## src/rtl/rapcore_harness.sv

```systemverilog
// -----------------------------------------------------------------------------
// rapcore_harness
// Board-level stimulus and plant model for the rapcores motor-controller pins.
//   * SPI master (mode 0, MSB first) that plays a fixed script of 64-bit
//     command words once after reset, then parks in RUN.
//   * Step/dir/enable source: ENINPUT from the start of the post-reset wait,
//     and a free-running STEPINPUT square wave with DIRINPUT=1 once in RUN.
//   * Quadrature encoder model that follows STEPOUTPUT/DIROUTPUT.
//   * Two current comparators that compare coil drive time against the
//     reference PWM over fixed measurement windows.
// Ports
//   CLK, RESET                      clock, synchronous active-high reset
//   SCK, CS, COPI / CIPO            SPI master outputs / SPI data from the core
//   STEPINPUT, DIRINPUT, ENINPUT,
//   HALT                            motion inputs to the core (HALT held low)
//   STEPOUTPUT, DIROUTPUT, ENOUTPUT motion outputs from the core
//   ENC_A, ENC_B                    encoder model outputs
//   analog_out1/2 / analog_cmp1/2   reference PWM in / comparator model out
//   PHASE_*                         bridge gate drives
//   CHARGEPUMP, BUFFER_DTR,
//   MOVE_DONE                       status inputs, monitored only
// -----------------------------------------------------------------------------
module rapcore_harness #(
    parameter int SPI_DIV     = 4,
    parameter int START_DELAY = 1000,
    parameter int WORD_GAP    = 32,
    parameter int NUM_CMDS    = 4,
    parameter int STEP_PERIOD = 200,
    parameter int WIN         = 256
) (
    input  logic CLK,
    input  logic RESET,
    output logic SCK,
    output logic CS,
    output logic COPI,
    input  logic CIPO,
    output logic STEPINPUT,
    output logic DIRINPUT,
    output logic ENINPUT,
    output logic HALT,
    input  logic STEPOUTPUT,
    input  logic DIROUTPUT,
    input  logic ENOUTPUT,
    output logic ENC_A,
    output logic ENC_B,
    input  logic analog_out1,
    input  logic analog_out2,
    output logic analog_cmp1,
    output logic analog_cmp2,
    input  logic PHASE_A1,
    input  logic PHASE_A2,
    input  logic PHASE_B1,
    input  logic PHASE_B2,
    input  logic PHASE_A1_H,
    input  logic PHASE_A2_H,
    input  logic PHASE_B1_H,
    input  logic PHASE_B2_H,
    input  logic CHARGEPUMP,
    input  logic BUFFER_DTR,
    input  logic MOVE_DONE
);

    localparam logic [63:0] CMD0 = 64'h0A00_0000_0000_0001;  // enable
    localparam logic [63:0] CMD1 = 64'h1000_0000_0000_0040;  // current
    localparam logic [63:0] CMD2 = 64'h0100_0000_0000_0010;  // move
    localparam logic [63:0] CMD3 = 64'h0000_0000_0000_0000;  // nop

    localparam logic [8:0] WIN_SAT = 9'(WIN);

    typedef enum logic [2:0] {
        ST_IDLE  = 3'd0,
        ST_WAIT  = 3'd1,
        ST_LOAD  = 3'd2,
        ST_SHIFT = 3'd3,
        ST_GAP   = 3'd4,
        ST_RUN   = 3'd5
    } state_t;

    // Command script ROM
    function automatic logic [63:0] cmd_rom(input logic [7:0] idx);
        logic [63:0] word;
        case (idx)
            8'd0:    word = CMD0;
            8'd1:    word = CMD1;
            8'd2:    word = CMD2;
            8'd3:    word = CMD3;
            default: word = 64'h0000_0000_0000_0000;
        endcase
        return word;
    endfunction

    // One quadrature step along 00->01->11->10->00 (up) or the reverse (down)
    function automatic logic [1:0] gray_step(input logic [1:0] cur, input logic up);
        logic [1:0] nxt;
        case (cur)
            2'b00:   nxt = up ? 2'b01 : 2'b10;
            2'b01:   nxt = up ? 2'b11 : 2'b00;
            2'b11:   nxt = up ? 2'b10 : 2'b01;
            2'b10:   nxt = up ? 2'b00 : 2'b11;
            default: nxt = 2'b00;
        endcase
        return nxt;
    endfunction

    // Increment a window counter by one sample, holding at the window length
    function automatic logic [8:0] sat_inc(input logic [8:0] cnt, input logic inc);
        logic [8:0] res;
        if (inc && (cnt < WIN_SAT)) begin
            res = cnt + 9'd1;
        end else begin
            res = cnt;
        end
        return res;
    endfunction

    // ------------------------------------------------------------------ state
    state_t      state_r;
    logic        cs_r, sck_r, en_r, step_r, dir_r, halt_r;
    logic [15:0] cnt_r;        // WAIT / GAP / RUN half-period counter
    logic [15:0] div_cnt_r;    // SCK half-period divider
    logic [6:0]  bit_cnt_r;    // SCK rising edges in the current word
    logic [7:0]  word_idx_r;
    logic [63:0] tx_shift_r;   // bit 63 is the bit currently on COPI
    logic [63:0] rx_shift_r;
    logic [63:0] rx_last_r;
    logic [63:0] cmd_word_s;

    logic [2:0]  step_sync_r;  // [0],[1] synchroniser, [2] edge-detect history
    logic [1:0]  dir_sync_r;
    logic [1:0]  enc_r;
    logic        step_rise_s;

    logic [8:0]  win_cnt_r;
    logic [8:0]  ref_a_r, drv_a_r, ref_b_r, drv_b_r;
    logic [8:0]  ref_a_nxt_s, drv_a_nxt_s, ref_b_nxt_s, drv_b_nxt_s;
    logic        drv_a_s, drv_b_s, win_end_s;
    logic        cmp1_r, cmp2_r;

    logic [15:0] done_cnt_r;
    logic        move_done_d_r, mon_dtr_r, mon_cp_r, mon_en_r;
    logic [82:0] monitor_unused_s;

    assign SCK       = sck_r;
    assign CS        = cs_r;
    assign COPI      = tx_shift_r[63];
    assign STEPINPUT = step_r;
    assign DIRINPUT  = dir_r;
    assign ENINPUT   = en_r;
    assign HALT      = halt_r;
    assign ENC_A     = enc_r[1];
    assign ENC_B     = enc_r[0];
    assign analog_cmp1 = cmp1_r;
    assign analog_cmp2 = cmp2_r;

    // Debug/monitor state gathered into one bundle; nothing downstream consumes it
    assign monitor_unused_s = {rx_last_r, done_cnt_r, mon_dtr_r, mon_cp_r, mon_en_r};

    // Combinational helpers: current script word, step edge, window accumulation
    always_comb begin
        cmd_word_s  = cmd_rom(word_idx_r);
        step_rise_s = step_sync_r[1] & ~step_sync_r[2];
        // A coil is driven when one low side and the opposite high side are both on
        drv_a_s     = (PHASE_A1 & PHASE_A2_H) | (PHASE_A2 & PHASE_A1_H);
        drv_b_s     = (PHASE_B1 & PHASE_B2_H) | (PHASE_B2 & PHASE_B1_H);
        ref_a_nxt_s = sat_inc(ref_a_r, analog_out1);
        drv_a_nxt_s = sat_inc(drv_a_r, drv_a_s);
        ref_b_nxt_s = sat_inc(ref_b_r, analog_out2);
        drv_b_nxt_s = sat_inc(drv_b_r, drv_b_s);
        win_end_s   = (win_cnt_r == 9'(WIN - 1));
    end

    // Script sequencer: SPI master and step/dir/enable generation
    always_ff @(posedge CLK) begin
        if (RESET) begin
            state_r    <= ST_IDLE;
            cs_r       <= 1'b1;
            sck_r      <= 1'b0;
            en_r       <= 1'b0;
            step_r     <= 1'b0;
            dir_r      <= 1'b0;
            halt_r     <= 1'b0;
            cnt_r      <= 16'd0;
            div_cnt_r  <= 16'd0;
            bit_cnt_r  <= 7'd0;
            word_idx_r <= 8'd0;
            tx_shift_r <= 64'd0;
            rx_shift_r <= 64'd0;
            rx_last_r  <= 64'd0;
        end else begin
            halt_r <= 1'b0;
            case (state_r)
                ST_IDLE: begin
                    state_r <= ST_WAIT;
                    en_r    <= 1'b1;
                    cnt_r   <= 16'd0;
                end
                ST_WAIT, ST_GAP: begin
                    // WAIT is entered one cycle after release, so it ends two counts early
                    if (((state_r == ST_WAIT) && (cnt_r == 16'(START_DELAY - 2))) ||
                        ((state_r == ST_GAP)  && (cnt_r == 16'(WORD_GAP - 1)))) begin
                        state_r    <= ST_LOAD;
                        cs_r       <= 1'b0;
                        tx_shift_r <= cmd_word_s;
                        cnt_r      <= 16'd0;
                    end else begin
                        cnt_r <= cnt_r + 16'd1;
                    end
                end
                ST_LOAD: begin
                    // The LOAD cycle counts as the first cycle before the first SCK rise
                    state_r   <= ST_SHIFT;
                    div_cnt_r <= 16'd1;
                    bit_cnt_r <= 7'd0;
                end
                ST_SHIFT: begin
                    if (div_cnt_r == 16'(SPI_DIV - 1)) begin
                        div_cnt_r <= 16'd0;
                        if (!sck_r) begin
                            sck_r      <= 1'b1;
                            rx_shift_r <= {rx_shift_r[62:0], CIPO};
                            bit_cnt_r  <= bit_cnt_r + 7'd1;
                        end else begin
                            sck_r <= 1'b0;
                            if (bit_cnt_r == 7'd64) begin
                                cs_r       <= 1'b1;
                                tx_shift_r <= 64'd0;
                                rx_last_r  <= rx_shift_r;
                                cnt_r      <= 16'd0;
                                if (word_idx_r == 8'(NUM_CMDS - 1)) begin
                                    state_r <= ST_RUN;
                                    dir_r   <= 1'b1;
                                    step_r  <= 1'b0;
                                end else begin
                                    state_r    <= ST_GAP;
                                    word_idx_r <= word_idx_r + 8'd1;
                                end
                            end else begin
                                tx_shift_r <= {tx_shift_r[62:0], 1'b0};
                            end
                        end
                    end else begin
                        div_cnt_r <= div_cnt_r + 16'd1;
                    end
                end
                ST_RUN: begin
                    dir_r <= 1'b1;
                    if (cnt_r == 16'(STEP_PERIOD / 2 - 1)) begin
                        cnt_r  <= 16'd0;
                        step_r <= ~step_r;
                    end else begin
                        cnt_r <= cnt_r + 16'd1;
                    end
                end
                default: begin
                    state_r <= ST_IDLE;
                    cs_r    <= 1'b1;
                    sck_r   <= 1'b0;
                end
            endcase
        end
    end

    // Encoder plant: synchronise step/dir and advance one Gray state per step
    always_ff @(posedge CLK) begin
        if (RESET) begin
            step_sync_r <= 3'b000;
            dir_sync_r  <= 2'b00;
            enc_r       <= 2'b00;
        end else begin
            step_sync_r <= {step_sync_r[1:0], STEPOUTPUT};
            dir_sync_r  <= {dir_sync_r[0], DIROUTPUT};
            if (step_rise_s) begin
                enc_r <= gray_step(enc_r, dir_sync_r[1]);
            end else begin
                enc_r <= enc_r;
            end
        end
    end

    // Comparator plant: accumulate per window, decide and hold at window end
    always_ff @(posedge CLK) begin
        if (RESET) begin
            win_cnt_r <= 9'd0;
            ref_a_r   <= 9'd0;
            drv_a_r   <= 9'd0;
            ref_b_r   <= 9'd0;
            drv_b_r   <= 9'd0;
            cmp1_r    <= 1'b0;
            cmp2_r    <= 1'b0;
        end else if (win_end_s) begin
            cmp1_r    <= (drv_a_nxt_s > ref_a_nxt_s);
            cmp2_r    <= (drv_b_nxt_s > ref_b_nxt_s);
            win_cnt_r <= 9'd0;
            ref_a_r   <= 9'd0;
            drv_a_r   <= 9'd0;
            ref_b_r   <= 9'd0;
            drv_b_r   <= 9'd0;
        end else begin
            win_cnt_r <= win_cnt_r + 9'd1;
            ref_a_r   <= ref_a_nxt_s;
            drv_a_r   <= drv_a_nxt_s;
            ref_b_r   <= ref_b_nxt_s;
            drv_b_r   <= drv_b_nxt_s;
        end
    end

    // Status monitors: MOVE_DONE edge counter and sampled status pins
    always_ff @(posedge CLK) begin
        if (RESET) begin
            done_cnt_r    <= 16'd0;
            move_done_d_r <= 1'b0;
            mon_dtr_r     <= 1'b0;
            mon_cp_r      <= 1'b0;
            mon_en_r      <= 1'b0;
        end else begin
            move_done_d_r <= MOVE_DONE;
            mon_dtr_r     <= BUFFER_DTR;
            mon_cp_r      <= CHARGEPUMP;
            mon_en_r      <= ENOUTPUT;
            if (MOVE_DONE && !move_done_d_r && (done_cnt_r != 16'hFFFF)) begin
                done_cnt_r <= done_cnt_r + 16'd1;
            end else begin
                done_cnt_r <= done_cnt_r;
            end
        end
    end

endmodule

```

## config.mk

```make
export PLATFORM = sky130hd
export DESIGN_NAME = rapcore_harness
export DESIGN_NICKNAME = d
export VERILOG_FILES = /design/src/rtl/rapcore_harness.sv
export SDC_FILE = /design/constraint.sdc
export NUM_CORES = 1
export LEC_CHECK = 0
export ABC_AREA = 1
export CAP_MARGIN = 25
export CORE_MARGIN = 3
export CORE_UTILIZATION = 55
export DETAILED_ROUTE_END_ITERATION = 16
export PLACE_DENSITY = 0.73
export SKIP_LAST_GASP = 1
export SLEW_MARGIN = 5
export SYNTH_ARGS = -nofsm -noshare
export SYNTH_HDL_FRONTEND = slang
export SYNTH_SLANG_ARGS = --single-unit
```

## constraint.sdc

```tcl
create_clock -name CLK -period 2.7 [get_ports CLK]
set_input_delay 0.54 -clock CLK [delete_from_list [all_inputs] [get_ports CLK]]
set_output_delay 0.54 -clock CLK [all_outputs]
set_load 0.005 [all_outputs]
```

=== After elaboration in Yosys (flattened, before gate mapping) ===
Cells that the tools add are included.

* Register bits: 173
* Bits of input ports: 19
* Output and inout bits: 11
* Word-level logic and storage cells: 151

* $add $sub $neg: 9
* Order comparisons: 6
* Equality and inequality tests: 24
* Muxes and demuxes: 51
* Bitwise gates (word level): 13
* Reduce and logical (&&, ||, !) cells: 27

{| class="wikitable"
|+ Operators by type and width
! operator !! count
|-
| $mux W64 || 4
|-
| $pmux W61 S3 || 1
|-
| $pmux W64 S2 || 1
|-
| $mux W16 || 6
|-
| $pmux W16 S4 || 1
|-
| $add A9 B1 Y9 const B || 5
|-
| $lt A9 B9 Y1 const B || 4
|-
| $mux W9 || 4
|-
| $add A16 B1 Y16 const B || 2
|-
| $pmux W16 S2 || 1
|-
| $reduce_and A5 Y1 || 4
|-
| $gt A9 B9 Y1 || 2
|-
| $eq A16 B10 Y1 const B || 1
|-
| $eq A16 B2 Y1 const B || 1
|-
| $eq A16 B5 Y1 const B || 1
|-
| $eq A16 B7 Y1 const B || 1
|-
| $eq A8 B2 Y1 const B || 2
|-
| $mux W1 || 16
|-
| $pmux W3 S5 || 1
|-
| $mux W7 || 2
|-
| $ne A2 B2 Y1 const B || 7
|-
| $pmux W7 S2 || 1
|-
| $mux W3 || 4
|-
| $eq A9 B8 Y1 const B || 1
|-
| other kinds (30) || 57
|}

=== Depth between registers and ports, before layout ===
Gate-level depths: netlist of run 1.

* Word-level depth: 6
* Mapped depth: 17
* Gate-level depth less buffers: 17

=== Worst setup path after synthesis of run 1 ===
OpenSTA, ideal clock, no wires.

* Path kind: input-to-reg
* Start: input analog_out2
* End: register cmp2_r (netlist: analog_cmp2)
* Setup time: 0.112 ns
* Data arrival time: 2.230 ns
* Data required time: 2.588 ns
* Setup slack: 0.358 ns
* Stages on the path: 13
* Path buffers: 0
* Cells stage by stage: nand2_1 inv_1 nand2_1 nor3b_1 a21oi_1 or2_2 ha_1 a21oi_1 o21bai_1 a21oi_1 nand2_1 nand2_1 nand2_1

* Longest elaborated chain between the ends: 3

{| class="wikitable"
|+ RTL lines
! what !! line !! source
|-
| start: declaration || 47 || <nowiki>input logic analog_out2,</nowiki>
|-
| $logic_and A1 B1 Y1 || 108 || <nowiki>if (inc && (cnt < WIN_SAT)) begin</nowiki>
|-
| $mux W9 || 108 ||
|-
| $gt A9 B9 Y1 || 292 || <nowiki>cmp2_r <= (drv_b_nxt_s > ref_b_nxt_s);</nowiki>
|-
| end signal: assignment || 292 ||
|-
| end: declaration || 137 || <nowiki>logic cmp1_r, cmp2_r;</nowiki>
|}

Every way passes these cells.
A chain may end at the register's enable or synchronous reset.

=== Worst setup path in the final report of run 1 ===
Same ends and word-level chain as after synthesis.

==> results of run 1 <==
-- worst max-delay path by stage --
stage | startpoint | to | slack, ps | cells after the start
floorplan | analog_out2 | analog_cmp2$_SDFFE_PP0P_ | 360 | 13
global placement | analog_out2 | analog_cmp2$_SDFFE_PP0P_ | -70 | 14
detailed placement | analog_out2 | analog_cmp2$_SDFFE_PP0P_ | -120 | 14
CTS | analog_out2 | analog_cmp2$_SDFFE_PP0P_ | 330 | 14
global route | PHASE_A2_H | analog_cmp1$_SDFFE_PP0P_ | 100 | 15
finish | analog_out2 | analog_cmp2$_SDFFE_PP0P_ | 310 | 14
-- metrics by stage --
stage | instances | util (%) | power (mW) | worst slack, ps | hold slack [ps]
final | 1667 | 63.8 | 8.68 | 311 | 413
after global routing | 1667 | 63.8 | 9.45 | 104 | 432
after CTS | 1667 | 63.8 | 8.76 | 328 | 419
after detailed placement | 1635 | 60.3 | 6.36 | -119 | 410
after global placement | 1635 | 60.3 | 6.29 | -70.5 | 391
after floorplan | 1420 | - | 5.75 | 358 | 388
-- state kept, by name, summed over array words and instances (netlist names), 8 cells and up --
register,cells
ref_b_r,9
ref_a_r,9
win_cnt_r,9
tx_shift_r,64
drv_b_r,9
div_cnt_r,16
drv_a_r,9
cnt_r,16
word_idx_r,8
-- cell usage in the layout, fill, tap and decap left out, types with 2 or more instances in the layout --
master	synthesis	final
a211oi_1	3	3
a21oi_1	61	61
and2_1	6	6
buf_12	0	3
buf_4	6	25
clkbuf_16	0	17
clkbuf_8	0	2
clkdlybuf4s50_1	0	23
clkinv_2	0	4
clkinv_4	0	2
clkinvlp_4	0	4
dfxtp_1	173	173
ha_1	33	33
inv_1	216	216
inv_2	7	7
inv_6	0	2
mux2i_1	2	2
nand2_1	356	356
nand2_2	4	4
nand3_1	60	60
nand3_2	2	2
nand4_1	54	54
nor2_1	257	257
nor2_2	4	4
nor3_1	15	15
nor3b_1	3	3
o211ai_1	8	8
o21ai_0	40	40
o21bai_1	3	3
o22ai_1	2	2
o31ai_1	2	2
or2_2	6	6
xnor2_1	12	12
xor2_1	27	27
-- cell type report --
cell class                 count  area (µm²)
tap                          216         270
clock inverter                13         115
clock buffer                  19         453
multi-input combinational    972        4710
fill                        1472        5850
sequential                   173        3460
timing repair buffer          51         478
inverter                     223         837
-- layer usage --
metal | up-vias | GRT usage (%) | wire length [µm]
li1 | 4443 | - | -
met1 | 3678 | 27.3 | 8980
met2 | 133 | 35.9 | 8880
met3 | 32 | 4.22 | 718
met4 | 0 | 7.50 | 380
met5 | - | 0 | 0
-- report_power, final --
group | leakage, nW | internal, mW | switching [mW]
Combinational | 3.15 | 1.10 | 2.16
Sequential | 1.41 | 2.90 | 0.165
Clock | 0.272 | 1.32 | 1.04
-- cells by family after synthesis --
family / Yosys count / share of synthesized area (%)
AO/OA/AOI/OAI: 124 / 7.37
buffers and inverters: 275 / 11.9
flip-flops: 173 / 37.3
adder cells (fa/ha/maj): 33 / 4.45
multiplexers: 2 / 0.216
other: 1 / 0.0404
AND/OR/NAND/NOR: 773 / 35.0
XOR/XNOR: 39 / 3.68
-- critical path: cells and delay by family --
family | cells | cell delay [ps]
adders and majority gates | 1 | 320
buffers and inverters | 2 | 530
AOI/OAI and AO/OA | 4 | 460
and+or+nand+nor | 7 | 870
==> out/metrics.cfg, run 1 <==
[routing]
wirelength_um=19000
vias=8286
viasPerCell=4.97
route.detailed.drc=0
wl_per_cell_um=11.4
dr.pass1.iters=5
ant_nets=0
dr.first_iter.drc_count=452

[worst_hold_path]
hold_path.class=register to register
min_from=step_sync_r[0]$_SDFF_PP0_
min_to=step_sync_r[1]$_SDFF_PP0_
min_path_cells=2

[clocking]
clkTransAtPathRegs_ps=60
worstSkewPairLatency_ps=430
cts.path.max_buffers=2
post_cts_resized=0
cts_tree=done
cts.sinks=173
cts_inserted_buffers=17
cts_hold_buf=0
cts-root-buf=clkbuf_16
postCtsSetupBuffers=0
cts-htree-levels=4

[critical_path]
cp-end-kind=register
path_class=input pin to register
startpoint_type=input pin
cp.arrival_ps=2720
cpMaxStageDelayCell=clkdlybuf4s50_1
r2r_setup_slack_ps=480
crit_top_cell=nand2_1
slowest_delay_ps=460
r2r_start=ref_b_r[0]$_SDFF_PP0_
path_max_fanout=2
ff2ff_path_depth=12
cp.required_ps=3030
path_cells=clkdlybuf4s50_1 > nand2_1 > inv_1 > nand2_1 > nor3b_1 > a21oi_1 > or2_2 > ha_1 > a21oi_1 > o21bai_1 > a21oi_1 > nand2_1 > nand2_1 > nand2_1
timing.rr.end=analog_cmp2$_SDFFE_PP0P_

[global_routing]
antenna_found_initial=0
grt_pass1_vias=7397
grt_remaining_overflow=0
grt_usage_pct=21.3
grt_pass1_wl_um=32700
grt_max_degree=41

[synthesis]
yosysMostFrequentCell=nand2_1
synth_cell_type_count=42
synthCells=1420
synth_flop_cell=dfxtp_1
yosysWarnings=0
avgSynthCellArea_um2=6.53
ys_async_sr_fraction_pct=0
ys_top_cells_by_area=dfxtp_1 37%, nand2_1 14%, nor2_1 10%
netlist_area_um2=9270
synth_common_cells=356 x nand2_1, 257 x nor2_1, 216 x inv_1, 173 x dfxtp_1, 61 x a21oi_1
yosysTopAreaCell=dfxtp_1
synth_seq_cells=173
synth_fp_nets=1472
synth_seq_area_share_pct=37.3
synth.top_cell.area_share_pct=37.3
synth_edf_count=0

[timing]
skew_ps=8.45
rsz0062_at_grt=false
slew_headroom_pct=66.1
finalSetupTns_ps=0
post-route-period-util_pct=88.5
hold_viol=0
final-setup-viol-count=0
min_period_ps=2390
fmaxAchievable_ghz=0.418
slew_viol_final=0
worst_pin_slew_ps=507

[placement]
placed_cell_area_um2=9760
finalWeightedCongestion=0.875
portBuffers=23
dp_hpwl_um=12300

[floorplanning]
top_level_ports=30
die_area_um2=18500
fp.coreArea_um2=16200
die_w_um=136
initial_core_util_pct=57.3
placementRows=46
die_y_um=136

[layout]
layout-drive-gt1-share_pct=6.06
syn_to_final_growth_pct=11.3
diodes=0
nNetsFinal=1490
stdcell_area_um2=10300

[pwr]
vdd_drop_max_uv=551
powerDensity_nw_per_um2=841
leakage_nw=4.83

[job]
drv_cap=0

[run_status]
outcome=complete, no violations

Note: power is estimated with default switching activity, not from simulation.
==> run 2: changes to the inputs <==
--- a/config.mk
+++ b/config.mk
@@ -11,2 +11,3 @@
 export CORE_UTILIZATION = 55
+export CTS_BUF_LIST = sky130_fd_sc_hd__clkbuf_16
 export DETAILED_ROUTE_END_ITERATION = 16
==> constraint.sdc (replaced) <==
create_clock -name CLK -period 2.7 [get_ports CLK]
set_input_delay 0.405 -clock CLK [delete_from_list [all_inputs] [get_ports CLK]]
set_output_delay 0.405 -clock CLK [all_outputs]
set_load 0.005 [all_outputs]
==> run 2 against run 1 <==
Setup slack improved by 150 ps. Sequential share of layout area increased by 0.32 points. Combinational power about the same. Power decreased by 1.4%. Register-to-register slack improved by 40 ps. Clock skew increased by 0.95 ps. Clock power decreased by 5%. Cell area decreased by 0.96%. Largest power group unchanged.
==> out/metrics.cfg, run 2 (same netlist as run 1, synthesis figures left out) <==
[timing]
final-setup-viol-count=0  ; unchanged
worst_pin_slew_ps=502  ; was 507 ps
skew_ps=9.41  ; was 8.45 ps
hold_slack_ps=412  ; was 413 ps
finalSetupTns_ps=0  ; unchanged
min_period_ps=2240  ; was 2390 ps
slew_headroom_pct=66.5  ; was 66.1%
rsz0062_at_grt=false  ; unchanged
post-route-period-util_pct=82.9  ; was 88.5%
hold_viol=0  ; unchanged
fmaxAchievable_ghz=0.447  ; was 0.418 GHz
slew_viol_final=0  ; unchanged

[floorplanning]
die_area_um2=18500  ; unchanged
placementRows=46  ; unchanged
die_y_um=136  ; unchanged
fp.coreArea_um2=16200  ; unchanged
initial_core_util_pct=57.3  ; unchanged
die_w_um=136  ; unchanged
top_level_ports=30  ; unchanged

[pwr]
p_int_mw=5.24  ; was 5.32 mW
powerDensity_nw_per_um2=837  ; was 841 nW/µm²
p_sw_share_pct=38.8  ; was 38.7%
p_switching_mw=3.32  ; was 3.36 mW
clockPowerShare_pct=26.2  ; was 27.2%
seq_power_share_pct=35.8  ; was 35.3%
leakage_nw=4.78  ; was 4.83 nW
vdd_drop_max_uv=734  ; was 551 µV
power_frac_comb_pct=38.0  ; was 37.6%

[critical_path]
timing.rr.end=analog_cmp2$_SDFFE_PP0P_  ; unchanged
cp-end-kind=register  ; unchanged
path_class=input pin to register  ; unchanged
cp.required_ps=3020  ; was 3030 ps
crit_top_cell=nand2_1  ; unchanged
cp.arrival_ps=2560  ; was 2720 ps
r2r_start=ref_b_r[0]$_SDFF_PP0_  ; unchanged
path_max_fanout=5  ; was 2
ff2ff_path_depth=12  ; unchanged
path_cells=clkdlybuf4s50_1 > inv_1 > o22ai_1 > nand2_1 > nor2_1 > nand2_1 > xor2_1 > inv_1 > ha_1 > a21oi_1 > o21bai_1 > a21oi_1 > nand2_1 > nand2_1 > nand2_1  ; was clkdlybuf4s50_1 > nand2_1 > inv_1 > nand2_1 > nor3b_1 > a21oi_1 > or2_2 > ha_1 > a21oi_1 > o21bai_1 > a21oi_1 > nand2_1 > nand2_1 > nand2_1
slowest_delay_ps=450  ; was 460 ps
startpoint_type=input pin  ; unchanged
r2r_setup_slack_ps=520  ; was 480 ps
cpMaxStageDelayCell=clkdlybuf4s50_1  ; unchanged

[layout]
syn_to_final_growth_pct=10.3  ; was 11.3%
top_register=tx_shift_r  ; unchanged
nNetsFinal=1483  ; was 1490
top_regs=tx_shift_r (64), cnt_r (16), div_cnt_r (16)  ; unchanged
stdcell_area_um2=10200  ; was 10300 µm²
mostFrequentLayoutCell=nand2_1  ; unchanged
layout-drive-gt1-share_pct=5.26  ; was 6.06%
diodes=0  ; unchanged
multi_input_area_um2=4710  ; unchanged
final_cell_mix=356 x nand2_1, 257 x nor2_1, 218 x inv_1  ; was 356 x nand2_1, 257 x nor2_1, 216 x inv_1
largest_reg_flops=64  ; unchanged
regArea_um2=3460  ; unchanged
fillCellCount=1522  ; was 1472

[global_routing]
grt_pass1_wl_um=32100  ; was 32700 µm
grt_remaining_overflow=0  ; unchanged
grt_max_degree=41  ; unchanged
antenna_found_initial=0  ; unchanged
grt_usage_pct=20.7  ; was 21.3%
grt_pass1_vias=7348  ; was 7397

[clocking]
post_cts_resized=0  ; unchanged
clkTransAtPathRegs_ps=60  ; about the same
cts-htree-levels=4  ; unchanged
worstSkewPairLatency_ps=430  ; about the same
postCtsSetupBuffers=0  ; unchanged
cts_hold_buf=0  ; unchanged
cts_tree=done  ; unchanged
cts.sinks=173  ; unchanged
cts.path.max_buffers=2  ; unchanged
cts_inserted_buffers=17  ; unchanged
cts-root-buf=clkbuf_16  ; unchanged

[routing]
route.detailed.drc=0  ; unchanged
vias=8250  ; was 8286
dr.first_iter.drc_count=478  ; was 452
dr.pass1.iters=6  ; was 5
viasPerCell=4.97  ; about the same
wl_per_cell_um=11.2  ; was 11.4 µm
wirelength_um=18500  ; was 19000 µm
ant_nets=0  ; unchanged

[placement]
finalWeightedCongestion=0.879  ; was 0.875
placed_cell_area_um2=9690  ; was 9760 µm²
dp_hpwl_um=12400  ; was 12300 µm
portBuffers=23  ; unchanged

[worst_hold_path]
hold_path.class=register to register  ; unchanged
min_from=dir_sync_r[0]$_SDFF_PP0_  ; was step_sync_r[0]$_SDFF_PP0_
min_to=dir_sync_r[1]$_SDFF_PP0_  ; was step_sync_r[1]$_SDFF_PP0_
min_path_cells=2  ; unchanged

[run_status]
outcome=complete, no violations  ; unchanged

[job]
drv_cap=0  ; unchanged

## run 2: cell types whose count changed in the layout (fill, tap and decap cells not counted), sizes merged
cell	previous run	this run
clkinv	6	9
clkinvlp	4	3
buf	28	21
clkbuf	19	17
## run 2: area by class of cell
cell class | count | area share, %
Inverter | 223 | 8.19
Multi-Input combinational cell | 972 | 46.0
Clock buffer | 17 | 4.16
Timing Repair Buffer | 44 | 4.04
Sequential cell | 173 | 33.9
Clock inverter | 15 | 1.06
Tap cell | 216 | 2.64
## run 2: power by group through the flow
stage | Sequential (mW) | Combinational (mW) | Clock (mW)
3_5_place_dp | 3.12 | 3.24 | 0
4_1_cts | 3.06 | 3.28 | 2.30
5_1_grt | 3.10 | 3.79 | 2.41
2_1_floorplan | 3.08 | 2.66 | 0
6_report | 3.07 | 3.25 | 2.25
3_3_place_gp | 3.11 | 3.18 | 0
## run 2: worst max path at each step
| stage | from | to | slack, ps | cells past startpoint |
|---|---|---|---|---|
| 6_report | PHASE_B2_H | analog_cmp2$_SDFFE_PP0P_ | 460 | 15 |
| 2_1_floorplan | analog_out2 | analog_cmp2$_SDFFE_PP0P_ | 490 | 13 |
| 5_1_grt | analog_out1 | analog_cmp1$_SDFFE_PP0P_ | 130 | 15 |
| 4_1_cts | analog_out1 | analog_cmp1$_SDFFE_PP0P_ | 450 | 15 |
| 3_5_place_dp | analog_out2 | analog_cmp2$_SDFFE_PP0P_ | 5 | 14 |
| 3_3_place_gp | analog_out2 | analog_cmp2$_SDFFE_PP0P_ | 40 | 14 |
## run 2: worst max-delay path: cells and delay by family
kind / cells / cell delay (ps)
XOR/XNOR: 1 / 180
AND/OR/NAND/NOR: 6 / 620
AO/OA/AOI/OAI: 4 / 530
buffers and inverters: 3 / 540
adder cells (fa/ha/maj): 1 / 290
## run 2: through the flow
stage          setup WS, ps  util (%)  power, mW  instances
2_1_floorplan           493         -       5.75       1420
3_3_place_gp           39.8      59.9       6.28       1628
3_5_place_dp           5.07      59.9       6.36       1628
4_1_cts                 451      63.2       8.64       1660
5_1_grt                 129      63.2       9.30       1660
6_report                461      63.2       8.56       1660
## run 2: metal layers
metal	part of all wire, %	global-route usage (%)	routed length, µm	vias to the layer above
li1	-	-	-	4421
met1	49	27.0	9070	3684
met2	46	34.8	8570	126
met3	3.6	4.18	676	19
met4	1.3	5.88	233	0
met5	0	0	0	-
